`config.mk`:
```
export PLATFORM = sky130hd
export DESIGN_NAME = siteswap_scheduler
export DESIGN_NICKNAME = d
export VERILOG_FILES = /design/src/rtl/siteswap_scheduler.sv
export SDC_FILE = /design/constraint.sdc
export NUM_CORES = 1
export LEC_CHECK = 0
export ABC_AREA = 1
export BUFFER_PORTS_ARGS = -buffer_cell sky130_fd_sc_hd__buf_2
export CORE_ASPECT_RATIO = 0.6
export CORE_MARGIN = 3
export CORE_UTILIZATION = 50
export DETAILED_ROUTE_END_ITERATION = 8
export HOLD_SLACK_MARGIN = 0.15
export MAX_ROUTING_LAYER = met4
export PLACE_DENSITY = 0.72
export SLEW_MARGIN = 20
export SYNTH_ARGS = -nofsm -noshare
export SYNTH_HDL_FRONTEND = slang
export SYNTH_SLANG_ARGS = --single-unit
```
`constraint.sdc`:
```
create_clock -name clk_in -period 7.25 [get_ports clk_in]
set_clock_uncertainty 0.15 [all_clocks]
set_input_delay 0.3625 -clock clk_in [delete_from_list [all_inputs] [get_ports clk_in]]
set_output_delay 0.3625 -clock clk_in [all_outputs]
set_load 0.02 [all_outputs]
```
`src/rtl/siteswap_scheduler.sv`:
```
// siteswap_scheduler: turns a latched siteswap pattern into a per-beat stream of throws.
// Latency: a throw appears on the outputs one cycle after the new_beat pulse that caused it.
// Backpressure: none; every new_beat in RUN is consumed, and any landing conflict parks the block in ERROR.
//
// Ports:
//   clk_in, rst_in       clock and synchronous active-high reset
//   new_beat             one-cycle pulse per juggling beat
//   pattern_in[6:0]      throw heights (entry 0 first), pattern_length used entries,
//   num_balls_in         ball count, all qualified by the level pattern_valid_in
//   throw_*_out          registered throw: one-cycle valid plus held ball/height/hand (0=right)
//   error_out, running_out, balls_launched_out   status
// Build option: SCHED_ERR_RECOVER_EN lets a pattern_valid_in rising edge leave ERROR;
// without it only rst_in leaves ERROR.
module siteswap_scheduler #(
  parameter int MAX_BALLS = 7
) (
  input  logic       clk_in,
  input  logic       rst_in,
  input  logic       new_beat,
  input  logic [2:0] pattern_in [6:0],
  input  logic [2:0] pattern_length,
  input  logic [2:0] num_balls_in,
  input  logic       pattern_valid_in,
  output logic       throw_valid_out,
  output logic [2:0] throw_ball_out,
  output logic [2:0] throw_height_out,
  output logic       throw_hand_out,
  output logic       error_out,
  output logic       running_out,
  output logic [2:0] balls_launched_out
);

  typedef enum logic [1:0] {IDLE = 2'd0, RUN = 2'd1, ERROR = 2'd2} state_e;

  localparam logic [2:0] MAXB = 3'(MAX_BALLS);

  state_e           state_q, state_d;
  logic             pv_q;
  logic [2:0]       pat_q [6:0];
  logic [2:0]       len_q, nb_q;
  logic [2:0]       ptr_q, idx_q, launch_q;
  logic [7:0]       occ_q;
  logic [7:0][2:0]  id_q;
  logic             tv_q, hand_q;
  logic [2:0]       ball_q, height_q;

  logic             rise, fall, capture, beat_go;
  logic [2:0]       h, tgt, cap, beat_ball;
  logic             beat_err, beat_throw, use_new;

  assign rise = pattern_valid_in & ~pv_q;
  assign fall = ~pattern_valid_in & pv_q;

`ifdef SCHED_ERR_RECOVER_EN
  assign capture = rise;
`else
  assign capture = rise && (state_q != ERROR);
`endif

  // Capture and a falling valid both take precedence over a beat in the same cycle.
  assign beat_go = new_beat && (state_q == RUN) && !capture && !fall;

  // Effective ball limit: the smaller of the generator's count and the build cap.
  assign cap = (nb_q < MAXB) ? nb_q : MAXB;

  // Evaluate the current beat against the landing table.
  always_comb begin
    h          = pat_q[idx_q];
    tgt        = ptr_q + h;
    beat_ball  = launch_q;
    beat_err   = 1'b0;
    beat_throw = 1'b0;
    use_new    = 1'b0;
    if (h == 3'd0) begin
      // A ball landing on a zero-throw beat has nowhere to go.
      beat_err = occ_q[ptr_q];
    end else begin
      if (occ_q[ptr_q]) begin
        beat_ball = id_q[ptr_q];
      end else if (launch_q == cap) begin
        beat_err = 1'b1;
      end else begin
        use_new = 1'b1;
      end
      // h is at most 7, so tgt never aliases the slot being emptied.
      if (occ_q[tgt]) beat_err = 1'b1;
      beat_throw = !beat_err;
    end
  end

  // State register
  always_ff @(posedge clk_in) begin
    if (rst_in) state_q <= IDLE;
    else        state_q <= state_d;
  end

  // Next-state logic
  always_comb begin
    state_d = state_q;
    if (capture) begin
      state_d = RUN;
    end else if (state_q == RUN) begin
      if (fall)                     state_d = IDLE;
      else if (beat_go && beat_err) state_d = ERROR;
    end
  end

  // State-decoded outputs
  always_comb begin
    running_out = (state_q == RUN);
    error_out   = (state_q == ERROR);
  end

  // Datapath: pattern latch, landing table, counters and registered throw.
  always_ff @(posedge clk_in) begin
    if (rst_in) begin
      pv_q     <= 1'b0;
      len_q    <= '0;
      nb_q     <= '0;
      ptr_q    <= '0;
      idx_q    <= '0;
      launch_q <= '0;
      occ_q    <= '0;
      id_q     <= '0;
      tv_q     <= 1'b0;
      ball_q   <= '0;
      height_q <= '0;
      hand_q   <= 1'b0;
      for (int i = 0; i < 7; i++) pat_q[i] <= '0;
    end else begin
      pv_q <= pattern_valid_in;
      tv_q <= 1'b0;
      if (capture) begin
        pat_q    <= pattern_in;
        len_q    <= pattern_length;
        nb_q     <= num_balls_in;
        occ_q    <= '0;
        ptr_q    <= '0;
        idx_q    <= '0;
        launch_q <= '0;
      end else if ((state_q == RUN) && fall) begin
        occ_q <= '0;
      end else if (beat_go && !beat_err) begin
        ptr_q <= ptr_q + 3'd1;
        idx_q <= (idx_q == len_q - 3'd1) ? 3'd0 : idx_q + 3'd1;
        if (beat_throw) begin
          occ_q[ptr_q] <= 1'b0;
          occ_q[tgt]   <= 1'b1;
          id_q[tgt]    <= beat_ball;
          if (use_new) launch_q <= launch_q + 3'd1;
          tv_q     <= 1'b1;
          ball_q   <= beat_ball;
          height_q <= h;
          hand_q   <= ptr_q[0];
        end
      end
    end
  end

  assign throw_valid_out    = tv_q;
  assign throw_ball_out     = ball_q;
  assign throw_height_out   = height_q;
  assign throw_hand_out     = hand_q;
  assign balls_launched_out = launch_q;

endmodule

```
---- After elaboration in Yosys (flattened, before gate mapping) ----
Index checks and enable logic that the tools add are counted.
storage, ports and cells
  bits in registers ....................... 79
  latch bits .............................. 0
  RAM bits ................................ 0
  ROM bits ................................ 0
  input bits .............................. 31
  output and inout bits ................... 13
  word-level logic and storage cells ...... 113
  memories ................................ 0
operators by class
  add/sub/neg operators ................... 5
  $mul .................................... 0
  divide/modulo/power cells ............... 0
  $lt $le $gt $ge ......................... 6
  equal/unequal tests ..................... 5
  shift-type cells ........................ 0
  mux-type cells .......................... 33
  bitwise operators ....................... 10
  reductions and logical operators ........ 26
operator list
  cell                 count
  $bwmux 24            1
  $mux 3               7
  $bmux 3 s3           2
  $mux 1               16
  $lt 3x4->1 const B   3
  $add 3x1->3 const B  3
  $demux 3 s3          1
  $logic_and 1x1->1    9
  $and 8x8->8          1
  $not 8->8            1
  $or 8x8->8           1
  $reduce_and 2->1     4
  $reduce_and 4->1     2
  $bmux 1 s3           2
  $demux 1 s3          2
  $eq 3x3->1           2
  $ge 3x1->1 const B   2
  $not 1->1            5
  $logic_not 1->1      4
  $mux 2               2
  $reduce_bool 2->1    2
  $reduce_or 4->1      1
  $add 3x3->3          1
  $logic_not 3->1      1
  9 further kinds      10

---- Logic depth before layout (Yosys ltp) ----
  depth after elaboration ................. 13
  depth in mapped cells ................... 23
  mapped depth without buffers ............ 22

---- Worst setup path before layout ----
OpenSTA, ideal clock, no wires.
  path type ............................... reg-to-reg
  from .................................... register idx_q[0]
  to ...................................... register id_q[22] (netlist name)
  library setup time ...................... 0.128 ns
  arrival ................................. 2.602 ns
  data required time ...................... 6.972 ns
  path slack .............................. 4.371 ns
  stages on the path, launching flop included .. 21
  path buffers ............................ 2
  period minus slack after synthesis ...... 2.879 ns
  cell sequence ........................... dfxtp_1 -> inv_2 -> buf_2 -> nand2_1 -> nand3_1 -> nand3_1 -> nand2_1 -> inv_1 -> ha_1 -> inv_1 -> fa_1 -> a21oi_1 -> o21ai_1 -> o21ai_0 -> nand3_1 -> nand4_4 -> inv_4 -> buf_6 -> nand2_2 -> o21ai_1 -> nor2_1
on the way
  longest elaborated chain between the ends .. 11
  elaborated cells on any way between the ends .. 21
  those cells by class .................... 1 x add/sub; 2 x order compare; 12 x mux; 6 x reduce/logical
ends and longest elaborated chain
  element                            line  source
  start: declaration                 41    logic [2:0] ptr_q, idx_q, launch_q;
  start signal: assignment           145   idx_q <= (idx_q == len_q - 3'd1) ? 3'd0 : idx_q + 3'd1;
  $bmux 3 s3 (*)                     68    h = pat_q[idx_q];
  $mux 3 (implied by the code) (*)   68
  named net h[0]                     48    logic [2:0] h, tgt, cap, beat_ball;
  $add 3x3->3                        69    tgt = ptr_q + h;
  $bmux 1 s3                         86    if (occ_q[tgt]) beat_err = 1'b1;
  $mux 1 (implied by the code)       86
  $mux 1                             86
  $mux 1 (2 in a row)                74    if (h == 3'd0) begin
  $logic_not 1->1                    143   end else if (beat_go && !beat_err) begin
  $logic_and 1x1->1                  143
  $reduce_and 4->1 (no source line)  n/a
  end signal: indexed assignment     149   id_q[tgt] <= beat_ball;
  end: declaration                   43    logic [7:0][2:0] id_q;
Mark *: on every way through the listed nets, which the timed path passes. The rest lies on a longest branch. The select of a mux whose other input is x is not followed.
A chain may end at the register's enable or synchronous reset.

---- Worst setup path in the final report ----
  from .................................... register idx_q[0]
  to ...................................... register id_q[1] (netlist name)
The elaborated chain is that of the path after synthesis.

==> flow_summary.yaml <==
cts:
  cts_made_buffers: 9
  clk_transition_reported_paths_ps: 60
  post_cts_resized: 0
  worst_skew_late_latency_ps: 340
  cts_root_buf: "sky130_fd_sc_hd__clkbuf_16"
  clockBufferDepth: 2
  htreeDepth: 3
  cts_sinks: 79
  post-cts-setup-buffers: 0
  tritoncts_clock_tree: "built"
sta:
  final_period_utilization: 0.513
  unrepaired_setup_endpoints_after_global_routing: "no"
  max_slew_headroom_at_the_worst_pin: 0.332
  final-hold-violation-count: 0
  finalMaxSlewViolations: 0
  tightestPinTransition_ps: 995
  period_needed_ps: 3720
  setup_viol: 0
  fin_tns_setup_ps: 0
  max_freq_mhz: 269
route:
  firstDrtPassIters: 6
  drt_wl_total_um: 10300
  wire_per_inst_um: 14.8
  drt_iter0_drc: 301
  final_antenna_net_count: 0
  vias: 3723
  vias_per_cell: 5.36
  drc: 0
finish:
  area_growth_syn_to_layout_pct: 19.0
  n_fill_cell: 628
  multi_input_area_um2: 1850
  antennaDiodeCount: 0
  layout.nets: 627
  ff_latch_area_um2: 1580
  finish.utilization: 0.644
  layout_cells_sized_above_1: 0.136
global_routing:
  grt_pass1_wl_um: 16300
  first_global_vias: 3217
  grt_overflow_total: 0
  initial_antenna_violation_count: 0
  grt.total_usage: 0.252
  grt_max_degree: 48
power:
  vdd.ir_drop.worst_mv: 0.141
  seqPwrFrac: 0.435
  p_leak_uw: 0.00194
  power_frac_clock: 0.467
  switchingPower_uw: 245
  switching_share: 0.233
  p_int_uw: 806
  share_comb_of_total_power: 0.099
  total_power_uw: 1050
  power_density_nw_per_um2: 233
logic_synthesis:
  ys.warnings.count: 0
  synth.ff_latch_count: 79
  synth_area_per_cell_um2: 6.99
  synth_top_cell_area_share: 0.418
  post_synth_num_cell_types: 37
  synth-seq-area-share: 0.418
  synth.largest_area_cell: "sky130_fd_sc_hd__dfxtp_1"
  mappedNetlistArea_um2: 3780
  ys.flop_type: "sky130_fd_sc_hd__dfxtp_1"
  number_of_enable_flip_flop_cells_after_synthesis: 0
  ys_top_cells_by_area: "sky130_fd_sc_hd__dfxtp_1, sky130_fd_sc_hd__nand2_1, sky130_fd_sc_hd__a21oi_1"
  postSynth.asyncResetShare: 0
  synth_fp_nets: 578
  postSynthCellCount: 541
critical_path:
  rrSetupSlack_ps: 3530
  worstSetupPathType: "register to register"
  crit_path_frequent_cell: "sky130_fd_sc_hd__nand2_1"
  critPathSlowestCell: "sky130_fd_sc_hd__dfxtp_1"
  cp_max_fo: 25
  end_kind: "register"
  cp_data_required_time_ps: 7370
  cp_cell_sequence: "inv_2, nand2_1, nand3_1, nand3_1, nand2_1, inv_1, ha_1, inv_1, fa_1, xnor2_1, inv_1, nand2_1, nand2_1, nand2_2, nand4_4, inv_4, nand2_1, clkinv_1, nand2_1, a21oi_1"
  setup.worst_path.start_class: "register"
  timing.critical_path.arrival_ps: 3840
  timing.critical_path.slowest_cell_delay_ps: 630
floorplan:
  die-height_um: 73.4
  rows: 23
  floorplan.core_area_um2: 6990
  floorplan.initialDensity: 0.541
  die-area_um2: 8680
  die_x_um: 118
  boundaryPins: 44
place:
  gpl.final_weighted_congestion: 0.998
  io_buffers: 43
  dp_hpwl_um: 7370
hold_path:
  hp-class: "primary input to register"
flow_run:
  cap_violations: 0
outcome:
  status: "finished clean"
-- flip-flops by register name (all words and copies together), names as in the netlist, 2 cells and up --
name,cells
occ_q,8
len_q,3
throw_height_out,3
throw_ball_out,3
id_q,24
pat_q,21
balls_launched_out,3
state_q,2
ptr_q,3
idx_q,3
nb_q,3
-- power by group through the flow --
stage	Clock, µW	Combinational, µW	Sequential, µW
5_1_grt	522	117	458
6_report	490	103	457
3_3_place_gp	0	94.8	466
4_1_cts	500	102	457
3_5_place_dp	0	95.4	466
2_1_floorplan	0	71.1	463
-- cell usage in the layout, fill, tap and decap left out, types with 2 or more instances in the layout --
cell and instances:
sky130_fd_sc_hd__nand2_1 124, sky130_fd_sc_hd__dfxtp_1 79, sky130_fd_sc_hd__a21oi_1 63, sky130_fd_sc_hd__nor2_1 55
sky130_fd_sc_hd__inv_1 50, sky130_fd_sc_hd__o21ai_0 44, sky130_fd_sc_hd__buf_2 43, sky130_fd_sc_hd__nand3_1 34
sky130_fd_sc_hd__dlygate4sd3_1 15, sky130_fd_sc_hd__inv_2 11, sky130_fd_sc_hd__o21ai_1 11, sky130_fd_sc_hd__clkbuf_16 9
sky130_fd_sc_hd__nand4_1 7, sky130_fd_sc_hd__clkinv_1 5, sky130_fd_sc_hd__ha_1 5, sky130_fd_sc_hd__xor2_1 4
sky130_fd_sc_hd__xnor2_1 4, sky130_fd_sc_hd__nand2_4 3, sky130_fd_sc_hd__nor3_1 2, sky130_fd_sc_hd__o22ai_1 2
sky130_fd_sc_hd__nand2_2 2, sky130_fd_sc_hd__a221oi_1 2, sky130_fd_sc_hd__clkbuf_1 2, sky130_fd_sc_hd__clkbuf_8 2
sky130_fd_sc_hd__bufinv_16 2
-- cells by family (layout without fill, tap and decap cells) --
family	count (synthesis)	count (layout)	share of synthesized area
xor gates and xnor gates	8	8	0.0185
adders and majority gates	6	6	0.0218
and+or+nand+nor	233	233	0.268
DFF	79	79	0.418
buffers and inverters	87	141	0.0926
AOI/OAI and AO/OA	128	128	0.181
-- cell usage after synthesis, types with 2 or more instances --
master / n
sky130_fd_sc_hd__nand2_4: 3
sky130_fd_sc_hd__xor2_1: 4
sky130_fd_sc_hd__nor2_1: 55
sky130_fd_sc_hd__ha_1: 5
sky130_fd_sc_hd__o21ai_1: 11
sky130_fd_sc_hd__dfxtp_1: 79
sky130_fd_sc_hd__clkbuf_1: 12
sky130_fd_sc_hd__inv_2: 10
sky130_fd_sc_hd__nand2_2: 2
sky130_fd_sc_hd__nand3_1: 34
sky130_fd_sc_hd__nor3_1: 2
sky130_fd_sc_hd__xnor2_1: 4
sky130_fd_sc_hd__nand4_1: 7
sky130_fd_sc_hd__o22ai_1: 2
sky130_fd_sc_hd__inv_1: 51
sky130_fd_sc_hd__nand2_1: 124
sky130_fd_sc_hd__clkinv_1: 5
sky130_fd_sc_hd__a21oi_1: 63
sky130_fd_sc_hd__a221oi_1: 2
sky130_fd_sc_hd__buf_4: 2
sky130_fd_sc_hd__o21ai_0: 44
sky130_fd_sc_hd__buf_2: 5
-- cell type report --
type / instances / area share
repair buffers: 58 / 0.0812
well taps: 100 / 0.0278
flip-flops and latches: 79 / 0.351
inverters: 67 / 0.0564
clock inverters: 3 / 0.0145
multi-input cells: 375 / 0.411
clock buffers: 13 / 0.0578
-- through the flow --
stage,setup slack [ps],area (µm²),hold slack (ps),cells
final,3530,4500,156,695
after global placement,3830,4030,295,664
after CTS,3570,4500,153,695
after detailed placement,3590,4030,299,664
after floorplan,4370,3780,279,541
after global routing,3180,4500,156,695
-- worst max-delay path: cells and delay by family, from the launching register on --
family                   cells  cell delay [ps]
adder cells (fa/ha/maj)      2              500
AND/OR/NAND/NOR             10             1160
buffers and inverters        6              840
AO/OA/AOI/OAI                1              140
flip-flops                   1              630
XOR/XNOR                     1              200
-- per-layer routing --
| layer | GRT usage | vias to the layer above | wire length [µm] |
|---|---|---|---|
| met1 | 0.372 | 1686 | 5370 |
| met4 | 0.0909 | 0 | 150 |
| met3 | 0.0831 | 13 | 1030 |
| met2 | 0.308 | 175 | 3730 |
| li1 | - | 1849 | - |
| met5 | - | - | 0 |
-- path summary, 6_finish.rpt --
check                     start        end  cells past startpoint
setup / recovery       idx_q[0]    id_q[1]                     20
hold / removal    pattern_in[6]   pat_q[6]                      3
setup reg to reg       idx_q[0]    id_q[1]                     20
hold reg to reg       pat_q[11]  pat_q[11]                      2
-- repair_timing --
action                                 CTS  global route
hold buffers                            15             0
endpoints found under the hold margin   15             0
setup endpoints to repair                0             0
No activity file was read; power rests on OpenSTA's default activity.
